**src/rtl/dram_arbiter_pkg.sv**
```systemverilog
// Shared types and constants for the DRAM port arbiter.
package dram_arbiter_pkg;

    // Arbiter sequencing states.
    typedef enum logic [1:0] {
        IDLE  = 2'd0,
        ISSUE = 2'd1,
        RESP  = 2'd2
    } state_e;

    // Grant owner encoding; MEM is the reset value of last_grant, so IO wins the first tie.
    localparam logic OWNER_MEM = 1'b0;
    localparam logic OWNER_IO  = 1'b1;

    // Word address width presented on the DRAM pins (byte address bits [28:2]).
    localparam int DRAM_ADDR_W = 27;

endpackage

```
**src/rtl/dram_arbiter.sv**
```systemverilog
// Shares the external DRAM port between the core MEM stage and the UART
// loader/dumper. One transaction at a time, round-robin on ties, registered
// outputs throughout, and a watchdog that aborts a transaction the DRAM never answers.
module dram_arbiter
    import dram_arbiter_pkg::*;
#(
    parameter int unsigned TIMEOUT_CYCLES = 4096
) (
    input  logic                   clk,
    input  logic                   rstn,
    input  logic                   core_start,
    input  logic                   mem_req,
    input  logic                   mem_we,
    input  logic [31:0]            mem_addr,
    input  logic [31:0]            mem_wdata,
    output logic [31:0]            mem_rdata,
    output logic                   mem_done,
    input  logic                   io_req,
    input  logic                   io_we,
    input  logic [31:0]            io_addr,
    input  logic [31:0]            io_wdata,
    output logic [31:0]            io_rdata,
    output logic                   io_done,
    input  logic [31:0]            dout_dram,
    input  logic                   ready_dram,
    output logic [DRAM_ADDR_W-1:0] addr_dram,
    output logic [31:0]            din_dram,
    output logic                   rw_dram,
    output logic                   valid_dram,
    output logic                   busy,
    output logic                   timeout_err
);

    state_e                 state_q, state_d;
    logic                   last_grant_q, last_grant_d;
    logic                   owner_q, owner_d;
    logic [31:0]            cnt_q, cnt_d;
    logic                   rw_q, rw_d;
    logic [DRAM_ADDR_W-1:0] addr_q, addr_d;
    logic [31:0]            din_q, din_d;
    logic [31:0]            mem_rdata_q, mem_rdata_d;
    logic [31:0]            io_rdata_q, io_rdata_d;
    logic                   mem_done_q, mem_done_d;
    logic                   io_done_q, io_done_d;
    logic                   valid_q, valid_d;
    logic                   busy_q, busy_d;
    logic                   timeout_q, timeout_d;

    logic                   mem_elig;
    logic                   grant;
    logic                   wd_expired;

    // Byte-lane and high address bits are not part of the DRAM word address.
    logic                   unused_addr_bits;
    assign unused_addr_bits = ^{mem_addr[31:29], mem_addr[1:0], io_addr[31:29], io_addr[1:0]};

    // Next-state, arbitration, watchdog and next-output computation.
    always_comb begin
        state_d      = state_q;
        last_grant_d = last_grant_q;
        owner_d      = owner_q;
        cnt_d        = cnt_q;
        rw_d         = rw_q;
        addr_d       = addr_q;
        din_d        = din_q;
        mem_rdata_d  = mem_rdata_q;
        io_rdata_d   = io_rdata_q;
        mem_done_d   = 1'b0;
        io_done_d    = 1'b0;
        timeout_d    = timeout_q;
        mem_elig     = mem_req && core_start;
        grant        = OWNER_MEM;
        wd_expired   = (TIMEOUT_CYCLES != 0) && (cnt_q == TIMEOUT_CYCLES - 1);

        case (state_q)
            IDLE: begin
                if (io_req || mem_elig) begin
                    if (io_req && mem_elig) begin
                        grant = (last_grant_q == OWNER_MEM) ? OWNER_IO : OWNER_MEM;
                    end else begin
                        grant = io_req ? OWNER_IO : OWNER_MEM;
                    end
                    owner_d      = grant;
                    last_grant_d = grant;
                    cnt_d        = 32'd0;
                    state_d      = ISSUE;
                    if (grant == OWNER_IO) begin
                        rw_d   = io_we;
                        addr_d = io_addr[28:2];
                        din_d  = io_wdata;
                    end else begin
                        rw_d   = mem_we;
                        addr_d = mem_addr[28:2];
                        din_d  = mem_wdata;
                    end
                end
            end
            ISSUE: begin
                if (ready_dram) begin
                    state_d = RESP;
                    if (!rw_q) begin
                        if (owner_q == OWNER_IO) io_rdata_d = dout_dram;
                        else                     mem_rdata_d = dout_dram;
                    end
                    if (owner_q == OWNER_IO) io_done_d = 1'b1;
                    else                     mem_done_d = 1'b1;
                end else if (wd_expired) begin
                    // DRAM never answered: abort with zero read data and a sticky flag.
                    state_d   = RESP;
                    timeout_d = 1'b1;
                    if (owner_q == OWNER_IO) begin
                        io_rdata_d = 32'd0;
                        io_done_d  = 1'b1;
                    end else begin
                        mem_rdata_d = 32'd0;
                        mem_done_d  = 1'b1;
                    end
                end else begin
                    cnt_d = cnt_q + 32'd1;
                end
            end
            RESP: begin
                // Requests are not re-sampled here; the requester drops req next cycle.
                state_d = IDLE;
            end
            default: begin
                state_d = IDLE;
            end
        endcase

        valid_d = (state_d == ISSUE);
        busy_d  = (state_d != IDLE);
    end

    // State and output registers with asynchronous active-low reset.
    always_ff @(posedge clk or negedge rstn) begin
        if (!rstn) begin
            state_q      <= IDLE;
            last_grant_q <= OWNER_MEM;
            owner_q      <= OWNER_MEM;
            cnt_q        <= 32'd0;
            rw_q         <= 1'b0;
            addr_q       <= '0;
            din_q        <= 32'd0;
            mem_rdata_q  <= 32'd0;
            io_rdata_q   <= 32'd0;
            mem_done_q   <= 1'b0;
            io_done_q    <= 1'b0;
            valid_q      <= 1'b0;
            busy_q       <= 1'b0;
            timeout_q    <= 1'b0;
        end else begin
            state_q      <= state_d;
            last_grant_q <= last_grant_d;
            owner_q      <= owner_d;
            cnt_q        <= cnt_d;
            rw_q         <= rw_d;
            addr_q       <= addr_d;
            din_q        <= din_d;
            mem_rdata_q  <= mem_rdata_d;
            io_rdata_q   <= io_rdata_d;
            mem_done_q   <= mem_done_d;
            io_done_q    <= io_done_d;
            valid_q      <= valid_d;
            busy_q       <= busy_d;
            timeout_q    <= timeout_d;
        end
    end

    assign addr_dram   = addr_q;
    assign din_dram    = din_q;
    assign rw_dram     = rw_q;
    assign valid_dram  = valid_q;
    assign busy        = busy_q;
    assign timeout_err = timeout_q;
    assign mem_rdata   = mem_rdata_q;
    assign mem_done    = mem_done_q;
    assign io_rdata    = io_rdata_q;
    assign io_done     = io_done_q;

endmodule

```
**config.mk**
```make
export PLATFORM = sky130hd
export DESIGN_NAME = dram_arbiter
export DESIGN_NICKNAME = d
export VERILOG_FILES = /design/src/rtl/dram_arbiter_pkg.sv /design/src/rtl/dram_arbiter.sv
export SDC_FILE = /design/constraint.sdc
export NUM_CORES = 1
export LEC_CHECK = 0
export ABC_AREA = 1
export ABC_CLOCK_PERIOD_IN_PS = 1800
export BUFFER_PORTS_ARGS = -buffer_cell sky130_fd_sc_hd__buf_2
export CAP_MARGIN = 20
export CORE_MARGIN = 10
export CORE_UTILIZATION = 50
export DETAILED_ROUTE_END_ITERATION = 8
export HOLD_SLACK_MARGIN = 0.08
export PLACE_DENSITY = 0.79
export SYNTH_ARGS = -nofsm -noshare
export SYNTH_HDL_FRONTEND = slang
export SYNTH_SLANG_ARGS = --single-unit
```
**constraint.sdc**
```tcl
create_clock -name clk -period 1.8 [get_ports clk]
set_input_delay 0.27 -clock clk [delete_from_list [all_inputs] [get_ports clk]]
set_output_delay 0.27 -clock clk [all_outputs]
set_load 0.05 [all_outputs]
```
==> impl_metrics.toml <==
[run_status]
outcome = "finished, final reports clean"

[worst_setup_path]
worst-path-buf-inv = 1
crit_chain = "ha_2, nand2_2, nor2_4, nand2_4, nor2_4, nand3_4, nand2_8, nand2_4, buf_12, nand2_1, nand2_1"
crit_arrival_ns = 2.07
cp-start-kind = "flop"
reg2reg_from = "cnt_q[1]"
critPathTopFamily = "simple AND/OR/NAND/NOR gates"
rr_endpoint = "io_rdata[24]"
rr_worst_depth = 11
end_kind = "flop"
required_ns = 2.12
cp_slowest_stage_delay_ns = 0.36
r2r_slack_ns = 0.05
critPathKind = "reg2reg"
cp_slowest_cell = "dfrtp_1"
worstPathMaxFanout = 16

[min_path]
min_to = "din_dram[22]"
holdPathStages = 3
hp-start = "io_wdata[22]"
min_path_type = "in2reg"

[grt]
grt_pass1_vias = 8652
grt_first_pass_wirelength_um = 45200
grt_max_degree = 65
grt_antenna_before_repair = 9
grt_usage_pct = 25.6
grt_remaining_overflow = 0

[finish]
nFillCells = 1255
multi_input_area_mm2 = 0.00356
drive_above_1_share_pct = 27.5
area_growth_pct = 39.1
regArea_mm2 = 0.00410
nets = 1625
layout_common_cells = "nand2_1 (393), buf_2 (285), dfrtp_1 (164), nor2_1 (128), a21oi_1 (118)"
layout.cells.non_filler = 1694
final_common_cell = "nand2_1"
fin_util_pct = 71.3

[clock_tree]
ctsLongestPathBuffers = 2
cts_tree = "built"
htreeDepth = 4
insertion_delay_ns = 0.43
cts_root_buf = "clkbuf_16"
path_clk_slew_ns = 0.07
cts_buffers = 17
cts.sinks = 164

[logic_synthesis]
synth_area_mm2 = 0.00820
ys.flop_type = "dfrtp_1"
ys_warn_count = 0
async_flop_share_pct = 100
synthCells = 1102
avgSynthCellArea_um2 = 7.44
synth-edff-count = 0
ys_types = 28
synth_seq_area_share_pct = 50.1
ys_seq_elements = 164
synth_nets = 1271

[power]
comb_power_share_pct = 51.9
power.leakage_nw = 6.25
p_sw_mw = 10.3
p_int_mw = 9.35
power_density_mw_per_mm2 = 1720
switching_share_pct = 52.4
pwr-share-clk_pct = 18.6
total_power_mw = 19.7
seqPwrFrac_pct = 29.4
ir_worst_vdd_v = 0.00153

[placed_design]
place.gp.congestion = 0.920
dp_hpwl_um = 20100
port_buffers = 286
placedCellCount = 1594

[timing]
rsz0062_at_grt = "true"
fin_crit_sh_pct = 97.4
finalHoldViolCount = 0
finalClockSkew_ns = 0.0128
finalCriticalPeriod_ns = 1.75
drv_slew = 0
fmax_mhz = 570
holdWs_ns = 0.0946
finalSetupViolations = 0
slew_headroom_pct = 53.7
worstMarginPinSlew_ns = 0.695

[run]
maxCapViolations = 0

[die]
die_h_um = 148
core_area_mm2 = 0.0160
ios = 297
row_count = 46
die_x_um = 148
dieArea_mm2 = 0.0219
initial_utilization_pct = 51.2

[detailed_routing]
post_drt_wl_per_cell_um = 17.7
vias = 8932
drt_iter0_markers = 872
drt_wl_total_um = 29900
drt-vias-per-instance = 5.27
ant_nets = 0
drt_first_pass_iters = 7
drc = 0
==> metal layers <==
metal / part of all wire [%] / track usage (%) / routed length [um]
met5: 0 / 0 / 0
met4: 5.1 / 14.6 / 1520
met3: 11 / 9.37 / 3280
met2: 47 / 39.4 / 14200
met1: 37 / 30.2 / 11000
==> tightest hold or removal path: stages <==
cell and delay (ns):
buf_2 0.10, nand2_1 0.05, a21oi_1 0.06
==> state kept, by name, summed over array words and instances (netlist names) <==
signal and cells:
mem_rdata 32, din_dram 32, timeout_err 1, mem_done 1, owner_q 1, rw_dram 1
cnt_q 32, addr_dram 27, io_done 1, io_rdata 32, state_q 2, valid_dram 1
busy 1
==> stage by stage <==
step                cell area (um^2)  setup WS [ns]  setup TNS, ns
floorplan                       8200          0.178              0
finish                         11400         0.0468              0
detailed placement             10100       -0.00289       -0.00289
global placement               10100         0.0758              0
CTS                            11200         0.0356              0
global route                   11400        -0.0463         -0.946
==> cells by family after synthesis <==
kind of cell / after synthesis / synth area share, %
xor gates and xnor gates: 15 / 1.60
buffers and inverters: 136 / 7.51
adders and majority gates: 1 / 0.153
DFF: 164 / 50.1
and+or+nand+nor: 663 / 33.1
AOI/OAI and AO/OA: 123 / 7.59
==> power groups by stage <==
stage	Combinational (mW)	Sequential [mW]	Clock (mW)
after global routing	10.8	5.92	3.85
after CTS	9.89	5.72	3.70
after global placement	9.67	5.71	0
final	10.2	5.79	3.66
after detailed placement	9.80	5.74	0
after floorplan	2.60	10.2	0
==> layout make-up <==
type	count	area share (%)
clock inverters	15	1.46
diodes	9	0.197
flip-flops and latches	164	36.0
well taps	216	2.37
repair buffers	394	22.5
clock buffers	17	3.73
inverters	77	2.56
multi-input cells	802	31.2
==> synth_stat cells, types with 2 or more instances <==
master	count	area share [%]
nand4_1	2	0.15
xor2_1	12	1.3
nand2_4	2	0.27
nor3b_1	2	0.18
clkbuf_1	29	1.3
o21ai_0	2	0.12
nand3_2	3	0.37
nor3_1	2	0.12
nand3b_1	2	0.18
nand2_1	396	18
clkinv_1	2	0.092
a21oi_1	118	7.2
xnor2_1	3	0.32
nor2_1	136	6.2
nor2_4	2	0.27
buf_1	2	0.092
inv_1	74	3.4
nor2_2	2	0.15
nand2_2	4	0.31
dfrtp_1	164	50
buf_8	7	1.3
buf_2	21	1.3
nand3_1	110	6.7
==> worst max path at each step <==
stage	from	slack (ns)	endpoint	cells past startpoint
2_1_floorplan	cnt_q[0]	0.18	mem_rdata[10]	11
3_3_place_gp	cnt_q[0]	0.08	io_rdata[23]	10
3_5_place_dp	cnt_q[1]	-0.003	io_rdata[24]	10
4_1_cts	cnt_q[1]	0.04	io_rdata[24]	11
5_1_grt	cnt_q[1]	-0.05	io_rdata[24]	11
6_report	cnt_q[1]	0.05	io_rdata[24]	11
==> timing repair <==
item                       in CTS  in global routing
gates resized for setup         1                 23
hold buffers                   49                  0
hold endpoints to repair       95                  0
setup buffers                   0                  6
gates cloned                    0                  4
pin swaps                       0                  6
setup endpoints to repair       3                 94
Power figures use the tool's default switching activity.
